## config.mk

```make
export PLATFORM = sky130hd
export DESIGN_NAME = game_ctl
export DESIGN_NICKNAME = d
export VERILOG_FILES = /design/src/rtl/game_ctl.sv
export SDC_FILE = /design/constraint.sdc
export NUM_CORES = 1
export LEC_CHECK = 0
export CAP_MARGIN = 15
export CORE_MARGIN = 5
export CORE_UTILIZATION = 59
export CTS_CLUSTER_DIAMETER = 30
export DETAILED_ROUTE_END_ITERATION = 6
export PLACE_DENSITY = 0.94
export SYNTH_ARGS = -nofsm -noshare
export SYNTH_HDL_FRONTEND = slang
export SYNTH_SLANG_ARGS = --single-unit
```

## constraint.sdc

```tcl
create_clock -name clk -period 5 [get_ports clk]
set_input_delay 0.75 -clock clk [delete_from_list [all_inputs] [get_ports clk]]
set_output_delay 0.75 -clock clk [all_outputs]
set_load 0.01 [all_outputs]
```

## src/rtl/game_ctl.sv

```systemverilog
// Game-flow controller: start/countdown/play/pause/end sequencing, scoring and winner decision.
// Optional end-screen timeout is enabled by defining GAME_CTL_TIMEOUT_EN.
module game_ctl #(
  parameter int WIN_SCORE    = 5,
  parameter int READY_FRAMES = 180,
  parameter int END_FRAMES   = 600
) (
  input  logic       clk,
  input  logic       rst,
  input  logic       vsync,
  input  logic       btn_start,
  input  logic       btn_pause,
  input  logic       p1_point,
  input  logic       p2_point,
  output logic [5:0] state_bin,
  output logic [1:0] resoult,
  output logic [3:0] score_p1,
  output logic [3:0] score_p2
);

  typedef enum logic [5:0] {
    S_INIT   = 6'b001000,
    S_START  = 6'b000001,
    S_READY  = 6'b010000,
    S_GRA    = 6'b000010,
    S_PAUSE  = 6'b100000,
    S_KONIEC = 6'b000100
  } state_t;

  localparam int MAX_FRAMES = (READY_FRAMES > END_FRAMES) ? READY_FRAMES : END_FRAMES;
  localparam int CNT_W      = (MAX_FRAMES > 1) ? $clog2(MAX_FRAMES) : 1;
  localparam logic [CNT_W-1:0] READY_LAST = CNT_W'(READY_FRAMES - 1);
  localparam logic [CNT_W-1:0] END_LAST   = CNT_W'(END_FRAMES - 1);
  localparam logic [3:0]       WIN        = 4'(WIN_SCORE);

  function automatic logic [3:0] sat_inc(input logic [3:0] v, input logic inc);
    return (inc && (v != 4'hF)) ? v + 4'd1 : v;
  endfunction

  state_t           state, state_n;
  logic [CNT_W-1:0] cnt, cnt_n;
  logic [3:0]       s1_n, s2_n, s1_inc, s2_inc;
  logic [1:0]       res_n;
  logic             p1_win, p2_win;

  logic vsync_q, tick;
  logic start_p0, start_p1, start_smp, start_press;
  logic pause_p0, pause_p1, pause_smp, pause_press;

  // Frame tick and button synchronizers; buttons are sampled once per frame.
  always_ff @(posedge clk or posedge rst) begin
    if (rst) begin
      vsync_q   <= 1'b0;
      start_p0  <= 1'b0;
      start_p1  <= 1'b0;
      start_smp <= 1'b0;
      pause_p0  <= 1'b0;
      pause_p1  <= 1'b0;
      pause_smp <= 1'b0;
    end else begin
      vsync_q  <= vsync;
      start_p0 <= btn_start;
      start_p1 <= start_p0;
      pause_p0 <= btn_pause;
      pause_p1 <= pause_p0;
      if (tick) begin
        start_smp <= start_p1;
        pause_smp <= pause_p1;
      end
    end
  end

  assign tick        = vsync & ~vsync_q;
  assign start_press = tick & start_p1 & ~start_smp;
  assign pause_press = tick & pause_p1 & ~pause_smp;

  // Game state, scores, result and frame counter registers.
  always_ff @(posedge clk or posedge rst) begin
    if (rst) begin
      state    <= S_INIT;
      cnt      <= '0;
      score_p1 <= 4'd0;
      score_p2 <= 4'd0;
      resoult  <= 2'b00;
    end else begin
      state    <= state_n;
      cnt      <= cnt_n;
      score_p1 <= s1_n;
      score_p2 <= s2_n;
      resoult  <= res_n;
    end
  end

  assign s1_inc = sat_inc(score_p1, p1_point);
  assign s2_inc = sat_inc(score_p2, p2_point);
  assign p1_win = (s1_inc >= WIN);
  assign p2_win = (s2_inc >= WIN);

  always_comb begin
    state_n = state;
    cnt_n   = cnt;
    s1_n    = score_p1;
    s2_n    = score_p2;
    res_n   = resoult;
    case (state)
      S_INIT: begin
        if (tick) state_n = S_START;
      end
      S_START: begin
        if (start_press) begin
          state_n = S_READY;
          cnt_n   = '0;
          s1_n    = 4'd0;
          s2_n    = 4'd0;
          res_n   = 2'b00;
        end
      end
      S_READY: begin
        if (tick) begin
          if (cnt == READY_LAST) state_n = S_GRA;
          else                   cnt_n   = cnt + CNT_W'(1);
        end
      end
      S_GRA: begin
        s1_n = s1_inc;
        s2_n = s2_inc;
        // A win on the post-increment scores beats a pause press in the same cycle.
        if (p1_win || p2_win) begin
          state_n = S_KONIEC;
          res_n   = {p2_win, p1_win};
          cnt_n   = '0;
        end else if (pause_press) begin
          state_n = S_PAUSE;
        end
      end
      S_PAUSE: begin
        if (pause_press) state_n = S_GRA;
      end
      S_KONIEC: begin
`ifdef GAME_CTL_TIMEOUT_EN
        if (start_press) begin
          state_n = S_START;
        end else if (tick) begin
          if (cnt == END_LAST) state_n = S_START;
          else                 cnt_n   = cnt + CNT_W'(1);
        end
`else
        if (start_press) state_n = S_START;
`endif
      end
      default: begin
        state_n = S_INIT;
      end
    endcase
  end

  assign state_bin = state;

endmodule
```

==> flow_summary.toml <==
[critical_path]
r2r_slack_ps = 2440
rr_startpoint = "state_bin[2]"
slowest_stage = "clkdlybuf4s50_1"
cp-start-kind = "input port"
worstPathCellList = "clkdlybuf4s50_1 > nor2b_1 > o21ai_0 > a31o_1 > or2_0 > o31ai_1"
slowest_delay_ps = 510
crit_type = "in -> reg"
worstPathMaxFanout = 12
required_ps = 5230
arrival_ps = 2940
critPathLaunch = "vsync"
end_kind = "register"

[layout]
syn_to_final_growth_pct = 14.8
drive_above_1_share_pct = 8.60
layout_common_cells = "dfrtp_1 (32), clkdlybuf4s50_1 (22), nand2_1 (17), o31ai_1 (16)"
fillerInstances = 227
utilization_pct = 70.9
nets = 231
diodes = 0
layout_commonest_cell = "dfrtp_1"

[hold_path]
hp-class = "reg -> reg"
worstHoldStart = "start_p0"

[synth]
synth_edf_count = 0
synth_area_um2 = 1880
synth_seq_cells = 33
ys_types = 52
avgSynthCellArea_um2 = 9.52
synthFlopType = "dfrtp_1"
ys_warn_count = 0
postSynthCellCount = 198
syn_nets = 208
ys_seq_area_share_pct = 43.9
async_reset_ff_share_pct = 100

[sta]
holdWs_ps = 358
maxSlewViolCount = 0
rsz0062_at_grt = "no"
tightest_slew_ps = 532
fmax_ghz = 0.369
hold_violations = 0
finalClockSkew_ps = 6.36
period_share_pct = 54.2
setup_viol = 0
finalSetupTns_ps = 0
maxSlewHeadroom_pct = 64.2
fin_crit_ps = 2710

[route]
dr_total_vias = 1689
via_per_inst = 6.37
first_iter_violations = 173
ant_nets = 0
remaining_drc_errors = 0
dr.pass1.iters = 4
routed_wl_mm = 4.07
wl_per_cell_um = 15.4

[global_route]
grt_antenna_before_repair = 0
grt-ovfl-total = 0
grt_start_max_net_pins = 34
grt_pass1_wl_mm = 6.93
grt_usage_pct = 20.8
grt_pass1_vias = 1574

[floorplanning]
die-area_um2 = 4420
start_util_pct = 61.7
rows = 20
die_y_um = 66.5
core-area_um2 = 3050
io_pins = 23
fp.dieW_um = 66.5

[cts]
cts_max_path_buffers = 2
cts_buffers = 5
cts.clk_slew.worst_paths_ps = 90
cts_tree = "done"
clock_sinks = 33
post_cts_buffers = 0
cts_root_buf = "clkbuf_4"
clock_latency_ps = 340
htreeDepth = 2
hold_buffers = 0
cts_resized = 0

[place]
port_buffers = 22
hpwl_mm = 2.88
place_congestion = 0.872

[power_and_ir_drop]
power.total_uw = 763
p_leak_uw = 0.000884
powerDensity_nw_per_um2 = 353
ir_drop_uv = 232

[run_status]
status = "finished clean"

[job]
max_cap_violations = 0
[synthesized netlist by cell type (2+ instances only)]
master | instances | area [um2]
nand2_1 | 17 | 63.8
and3_2 | 2 | 15.0
nor2_1 | 15 | 56.3
inv_1 | 10 | 37.5
nand4_1 | 2 | 12.5
buf_6 | 4 | 45.0
mux2_2 | 4 | 45.0
nor3_1 | 4 | 20.0
and3_1 | 3 | 18.8
mux2i_1 | 2 | 20.0
and2_1 | 2 | 12.5
o31ai_1 | 16 | 120
a31o_1 | 3 | 26.3
nand3_1 | 15 | 75.1
a41oi_1 | 2 | 17.5
a31oi_1 | 4 | 25.0
buf_2 | 2 | 10.0
dfrtp_1 | 32 | 801
nor2b_1 | 6 | 37.5
nand2b_1 | 2 | 12.5
a21oi_1 | 4 | 20.0
ha_1 | 3 | 37.5
nor4_1 | 2 | 12.5
o21ai_0 | 14 | 70.1
[metal layers]
metal / global-route usage (%) / vias up / part of all wire [%] / routed length [um]
met1: 28.0 / 828 / 43 / 1750
li1: - / 787 / - / -
met4: 9.39 / 0 / 2.1 / 86
met2: 30.4 / 63 / 48 / 1940
met3: 6.58 / 11 / 7.2 / 292
met5: 0 / - / 0 / 0
[power breakdown]
group	switching (uW)	internal, uW	total (uW)
Clock	88.0	66.3	154
Combinational	120	101	221
Sequential	73.4	314	387
Total	282	482	763
[cell type report]
cell class | instances | area (um2) | share of cell area [%]
Sequential cell | 33 | 827 | 38.2
Multi-Input combinational cell | 148 | 961 | 44.4
Tap cell | 44 | 55.1 | 2.54
Inverter | 10 | 37.5 | 1.74
Clock buffer | 7 | 55.1 | 2.54
Timing Repair Buffer | 23 | 228 | 10.5
[registers in the layout, indices dropped and copies added (netlist names)]
name	count
pause_smp	1
start_p1	1
vsync_q	1
score_p1	4
pause_p1	1
pause_p0	1
state_bin	6
start_p0	1
cnt	10
start_smp	1
resoult	2
score_p2	4
[final timing paths]
kind / to / cells after the start
max: cnt[2] / 6
min: start_p1 / 0
min reg2reg: start_p1 / 0
max in group asynchronous: state_bin[3] / 3
min in group asynchronous: score_p1[1] / 3
max reg2reg: cnt[2] / 5
[cell families (layout without fill, tap and decap cells)]
kind of cell / Yosys count / after routing / share of synthesized area [%]
mux: 6 / 6 / 3.45
xor+xnor: 1 / 1 / 0.465
flops: 33 / 33 / 43.9
compound gates: 57 / 57 / 21.3
fa+ha+maj: 3 / 3 / 1.99
simple gates: 81 / 81 / 23.8
buf+inv: 17 / 40 / 5.11
[critical path, delay by kind of cell]
family | cells | cell delay, ps
AO/OA/AOI/OAI | 3 | 870
AND/OR/NAND/NOR | 2 | 810
buffers and inverters | 1 | 510
[per-stage QoR]
step                      instances  area, um2  setup slack, ps
after floorplan                 198       1880             2850
after global placement          258       2110             2070
after detailed placement        258       2110             1990
after CTS                       265       2160             2340
after global routing            265       2160             2090
final                           265       2160             2290
(Power assumes the default switching activity.)
